[config.mk]
export PLATFORM = sky130hd
export DESIGN_NAME = load_store_unit
export DESIGN_NICKNAME = d
export VERILOG_FILES = /design/src/rtl/load_store_unit.sv
export SDC_FILE = /design/constraint.sdc
export NUM_CORES = 1
export LEC_CHECK = 0
export BUFFER_PORTS_ARGS = -buffer_cell sky130_fd_sc_hd__buf_2
export CORE_MARGIN = 2
export CORE_UTILIZATION = 28
export CTS_CLUSTER_DIAMETER = 50
export DETAILED_ROUTE_END_ITERATION = 7
export GPL_ROUTABILITY_DRIVEN = 0
export PLACE_DENSITY = 0.58
export SYNTH_ARGS = -nofsm -noshare
export SYNTH_HDL_FRONTEND = slang
export SYNTH_SLANG_ARGS = --single-unit
[constraint.sdc]
create_clock -name clk -period 4.1 [get_ports clk]
set_input_delay 0.41 -clock clk [delete_from_list [all_inputs] [get_ports clk]]
set_output_delay 0.41 -clock clk [all_outputs]
set_load 0.05 [all_outputs]
[src/rtl/load_store_unit.sv]
// Byte-addressed RV32I load/store front end driving a single-port word memory with a 1-cycle registered read.
// Latency accept->resp_valid: error 1, SW 2, load 3, SB/SH 4 (read-modify-write).
// One request in flight; req_ready only in IDLE, response held stable until resp_ready.
module load_store_unit #(
   parameter int DATA_WIDTH    = 32,
   parameter int ADDRESS_WIDTH = 16
) (
   input  logic                     clk,
   input  logic                     rst_n,
   input  logic                     req_valid,
   output logic                     req_ready,
   input  logic [31:0]              req_addr,
   input  logic [DATA_WIDTH-1:0]    req_wdata,
   input  logic [2:0]               req_funct3,
   input  logic                     req_store,
   output logic                     resp_valid,
   input  logic                     resp_ready,
   output logic [DATA_WIDTH-1:0]    resp_rdata,
   output logic                     resp_err,
   output logic [ADDRESS_WIDTH-1:0] mem_a,
   output logic [DATA_WIDTH-1:0]    mem_wd,
   output logic                     mem_we,
   input  logic [DATA_WIDTH-1:0]    mem_rd
);

   typedef enum logic [2:0] {IDLE, RD, RD_WAIT, WR, RESP} state_t;

   state_t                   state_q, state_d;
   logic [ADDRESS_WIDTH-1:0] idx_q, idx_d;
   logic [1:0]               off_q, off_d;
   logic [2:0]               f3_q, f3_d;
   logic                     store_q, store_d;
   logic [15:0]              wdata_q, wdata_d;
   logic [ADDRESS_WIDTH-1:0] mem_a_q, mem_a_d;
   logic [DATA_WIDTH-1:0]    mem_wd_q, mem_wd_d;
   logic                     mem_we_q, mem_we_d;
   logic                     resp_valid_q, resp_valid_d;
   logic [DATA_WIDTH-1:0]    resp_rdata_q, resp_rdata_d;
   logic                     resp_err_q, resp_err_d;

   logic                     accept;
   logic                     req_err;
   logic [7:0]               byte_sel;
   logic [15:0]              half_sel;
   logic [DATA_WIDTH-1:0]    load_val;
   logic [DATA_WIDTH-1:0]    merged;
   logic                     unused_addr_bits;

   // Address bits above the memory's reach are deliberately dropped.
   assign unused_addr_bits = ^req_addr[31:ADDRESS_WIDTH+2];

   assign req_ready  = (state_q == IDLE) & rst_n;
   assign accept     = req_valid & req_ready;
   assign resp_valid = resp_valid_q;
   assign resp_rdata = resp_rdata_q;
   assign resp_err   = resp_err_q;
   assign mem_a      = mem_a_q;
   assign mem_wd     = mem_wd_q;
   assign mem_we     = mem_we_q;

   // Classify the incoming request: unsupported funct3 or misaligned access.
   always_comb begin
      req_err = 1'b0;
      case (req_funct3)
         3'b000:         req_err = 1'b0;
         3'b001:         req_err = req_addr[0];
         3'b010:         req_err = |req_addr[1:0];
         3'b100:         req_err = req_store;
         3'b101:         req_err = req_store | req_addr[0];
         default:        req_err = 1'b1;
      endcase
   end

   // Pick the addressed lane from the read word and extend it for the load result.
   always_comb begin
      byte_sel = mem_rd[{off_q, 3'b000} +: 8];
      half_sel = off_q[1] ? mem_rd[31:16] : mem_rd[15:0];
      load_val = mem_rd;
      case (f3_q)
         3'b000:  load_val = {{(DATA_WIDTH-8){byte_sel[7]}}, byte_sel};
         3'b100:  load_val = {{(DATA_WIDTH-8){1'b0}}, byte_sel};
         3'b001:  load_val = {{(DATA_WIDTH-16){half_sel[15]}}, half_sel};
         3'b101:  load_val = {{(DATA_WIDTH-16){1'b0}}, half_sel};
         default: load_val = mem_rd;
      endcase
   end

   // Merge sub-word store data into the addressed lane of the word just read.
   always_comb begin
      merged = mem_rd;
      if (f3_q[1:0] == 2'b00) begin
         merged[{off_q, 3'b000} +: 8] = wdata_q[7:0];
      end else if (off_q[1]) begin
         merged[31:16] = wdata_q;
      end else begin
         merged[15:0] = wdata_q;
      end
   end

   // Next-state and next-output logic of the request sequencer.
   always_comb begin
      state_d      = state_q;
      idx_d        = idx_q;
      off_d        = off_q;
      f3_d         = f3_q;
      store_d      = store_q;
      wdata_d      = wdata_q;
      mem_a_d      = mem_a_q;
      mem_wd_d     = mem_wd_q;
      mem_we_d     = 1'b0;
      resp_valid_d = resp_valid_q;
      resp_rdata_d = resp_rdata_q;
      resp_err_d   = resp_err_q;
      case (state_q)
         IDLE: begin
            if (accept) begin
               idx_d        = req_addr[ADDRESS_WIDTH+1:2];
               off_d        = req_addr[1:0];
               f3_d         = req_funct3;
               store_d      = req_store;
               wdata_d      = req_wdata[15:0];
               resp_rdata_d = '0;
               resp_err_d   = 1'b0;
               if (req_err) begin
                  // Errors skip the memory entirely.
                  state_d      = RESP;
                  resp_valid_d = 1'b1;
                  resp_err_d   = 1'b1;
               end else if (req_store && req_funct3 == 3'b010) begin
                  state_d  = WR;
                  mem_a_d  = req_addr[ADDRESS_WIDTH+1:2];
                  mem_wd_d = req_wdata;
                  mem_we_d = 1'b1;
               end else begin
                  state_d = RD;
                  mem_a_d = req_addr[ADDRESS_WIDTH+1:2];
               end
            end
         end
         RD: begin
            state_d = RD_WAIT;
         end
         RD_WAIT: begin
            if (store_q) begin
               mem_wd_d = merged;
               mem_we_d = 1'b1;
               state_d  = WR;
            end else begin
               resp_rdata_d = load_val;
               resp_valid_d = 1'b1;
               state_d      = RESP;
            end
         end
         WR: begin
            resp_valid_d = 1'b1;
            state_d      = RESP;
         end
         RESP: begin
            if (resp_ready) begin
               resp_valid_d = 1'b0;
               state_d      = IDLE;
            end
         end
         default: begin
            state_d      = IDLE;
            resp_valid_d = 1'b0;
         end
      endcase
   end

   // State and registered outputs; reset drops any pending write.
   always_ff @(posedge clk or negedge rst_n) begin
      if (!rst_n) begin
         state_q      <= IDLE;
         idx_q        <= '0;
         off_q        <= '0;
         f3_q         <= '0;
         store_q      <= 1'b0;
         wdata_q      <= '0;
         mem_a_q      <= '0;
         mem_wd_q     <= '0;
         mem_we_q     <= 1'b0;
         resp_valid_q <= 1'b0;
         resp_rdata_q <= '0;
         resp_err_q   <= 1'b0;
      end else begin
         state_q      <= state_d;
         idx_q        <= idx_d;
         off_q        <= off_d;
         f3_q         <= f3_d;
         store_q      <= store_d;
         wdata_q      <= wdata_d;
         mem_a_q      <= mem_a_d;
         mem_wd_q     <= mem_wd_d;
         mem_we_q     <= mem_we_d;
         resp_valid_q <= resp_valid_d;
         resp_rdata_q <= resp_rdata_d;
         resp_err_q   <= resp_err_d;
      end
   end

endmodule

==> reports/metrics.cfg <==
[setup_path]
ff2ff_setup_slack_ns = 1.55
crit_chain = dlygate4sd3_1 -> buf_4 -> nor4b_2 -> and2_1 -> buf_4 -> nand2_2 -> mux2_1
arrival_ns = 2.88
timing.critical_path.required_ns = 4.34
crit_family = buffers and inverters
end_kind = flop
critPathKind = in2reg
cp_common_cell = buf_4
crit_slowest_cell = dlygate4sd3_1
cp_num_buf_inv = 3
cp-start-kind = primary input
cp_slowest_stage_delay_ns = 0.53
path_max_fanout = 29

[pwr]
ir_worst_vdd_v = 0.0003698
power.density_nw_per_um2 = 929.6
p_leak_uw = 0.003473

[floorplanning]
core_um2 = 21020
start_util_pct = 28.45
ios = 188
fp-row-count = 53
die_x_um = 150.2
die_y_um = 150.2
dieArea_um2 = 22550

[detailed_routing]
wl_met3_mm = 1.819
wl_per_cell_um = 21.22
met1_length_mm = 8.860
vias = 5082
vias_per_cell = 5.316
routed_wl_mm = 20.29
routed.top_layer = met5
drtPass1Iterations = 5
post-route-drc-count = 0
drtIter0Drc = 518
ant_nets = 0
wl_met2_mm = 9.263

[cells_and_area]
utilization_pct = 35.50
layout.cells.non_filler = 956
area_growth_pct = 24.77
final_nets = 779
drive_above_1_share_pct = 36.44

[grt]
track_usage_pct = 18.12
grt_pass1_vias = 4991
grt_antenna_before_repair = 7
grt_max_degree = 51
grt_overflow = 0
grt_pass1_wl_mm = 30.43

[sta]
fin_crit_sh_pct = 64.32
max_slew_margin_pct = 36.79
finalCriticalPeriod_ns = 2.637
rsz0062_at_grt = false
finalHoldViolCount = 0
setup_tns_ns = 0
slew_viol_final = 0
fin_skew_ns = 0.01207
setup_viol = 0
worst_pin_slew_ns = 0.9482
fmax_mhz = 379.2
holdWs_ns = 0.2545

[clocking]
root_buffer = clkbuf_16
numCtsBuffers = 9
clkSlewWorstSetupHoldPaths_ns = 0.07
clock_path_buffers = 2
clk_latency_ns = 0.37
postCtsSetupRepairBufs = 0
htree_levels = 3
cts_sinks = 108
cts_tree = built

[logic_synthesis]
synth_ff_type = dfrtp_1
ys_top_cells_by_area = dfrtp_1, a221o_1, mux2_1, mux2_2, mux2i_1
syn_area_um2 = 5981
synth_edf_count = 0
yosysWarnings = 0
synth_top_area_share_pct = 45.19
async_reset_ff_share_pct = 100.0
ys_seq_area_share_pct = 45.19
synthCells = 518
avgSynthCellArea_um2 = 11.55
yosys.cell_types.count = 49
yosys.area.top_type = dfrtp_1
synth_nets = 627
synth_seq_cells = 108

[run]
maxCapViolCount = 0

[placed_design]
portBuffers = 173
place_hpwl_mm = 14.88
placed_cells = 933

[min_path]
hold_class = in2reg

[outcome]
status = finished clean

==> worst paths after layout <==
| check | from | to | depth (start not counted) |
|---|---|---|---|
| worst max-delay path | rst_n | mem_a[6] | 7 |
| worst min register to register | resp_rdata[5] | resp_rdata[5] | 2 |
| min in group asynchronous | rst_n | resp_rdata[0] | 2 |
| max in group asynchronous | rst_n | wdata_q[4] | 4 |
| worst max register to register | off_q[0] | mem_wd[15] | 6 |
| worst min-delay path | req_addr[4] | mem_a[2] | 2 |
==> logic make-up after synthesis <==
family / synth area share, %
adder cells (fa/ha/maj): 1.046
AND/OR/NAND/NOR: 7.427
buffers and inverters: 4.519
AO/OA/AOI/OAI: 22.18
multiplexers: 19.64
flip-flops: 45.19
==> placed cells by master, fill, tap and decap left out, types with 2 or more instances in the layout <==
cell / n
buf_2: 172
dfrtp_1: 107
a221o_1: 52
mux2_1: 38
a21oi_1: 35
a22o_1: 34
mux2i_1: 33
mux2_2: 31
nand2_1: 21
buf_4: 14
nor2_1: 13
nand2b_1: 11
inv_1: 10
and2_1: 9
clkbuf_16: 9
diode_2: 6
o21ai_0: 6
a32o_1: 6
a211oi_1: 5
o22ai_1: 5
nor3b_1: 5
o41ai_1: 5
ha_1: 5
bufinv_16: 4
o21ai_1: 3
nor4bb_1: 3
nor2b_1: 3
mux4_2: 3
o31ai_2: 3
inv_2: 2
and3_1: 2
a221oi_1: 2
clkbuf_1: 2
==> registers in the layout, indices dropped and copies added (netlist names), 2 cells and up <==
name	flops
f3_q	3
mem_a	16
mem_wd	32
off_q	2
resp_rdata	32
state_q	3
wdata_q	16
==> through the flow <==
| stage | setup slack, ns | instance area, µm² | total power, µW |
|---|---|---|---|
| 2_1_floorplan | 1.504 | 5981 | 4903 |
| 3_3_place_gp | 1.557 | 7071 | 5815 |
| 3_5_place_dp | 1.561 | 7071 | 5859 |
| 4_1_cts | 1.405 | 7447 | 6982 |
| 5_1_grt | 1.256 | 7450 | 7328 |
| 6_report | 1.463 | 7462 | 6937 |
==> Yosys cell counts, types with 2 or more instances <==
cell type,instances
dfrtp_1,108
a221o_1,52
mux2_1,38
a21oi_1,35
a22o_1,34
mux2i_1,33
mux2_2,31
nand2_1,21
clkbuf_1,20
buf_2,15
nor2_1,13
nand2b_1,11
inv_1,10
and2_1,9
a32o_1,6
buf_1,6
o21ai_0,6
a211oi_1,5
ha_1,5
nor3b_1,5
o22ai_1,5
o41ai_1,5
buf_6,4
o21ai_1,4
mux4_2,3
nor2b_1,3
nor4bb_1,3
o31ai_2,3
a221oi_1,2
and3_1,2
inv_2,2
or2_1,2
==> power by group <==
group	internal (µW)	total, µW	switching, µW
Clock	677	1090	415
Sequential	1550	1960	410
Combinational	1270	3890	2620
Total	3500	6940	3440
==> final cells by class <==
| class | instances | area, µm² |
|---|---|---|
| timing repair buffer | 187 | 975.9 |
| multi-input combinational | 352 | 3012 |
| tap | 275 | 344.1 |
| antenna | 6 | 15.01 |
| sequential | 108 | 2704 |
| inverter | 12 | 45.04 |
| fill | 2126 | 13560 |
| clock buffer | 12 | 246.5 |
| clock inverter | 4 | 120.1 |
==> per-layer routing <==
metal / vias up / global-route usage (%)
met5: - / 0
met4: 4 / 4.151
met3: 28 / 6.758
met2: 229 / 28.17
met1: 2503 / 24.03
li1: 2318 / -
==> timing repair <==
item	4_1_cts	5_1_grt
hold buffers	1	0
endpoints found under the hold margin	24	0
endpoints found under the setup margin	0	0
gates resized for setup	0	0
No activity file was read; power rests on OpenSTA's default activity.
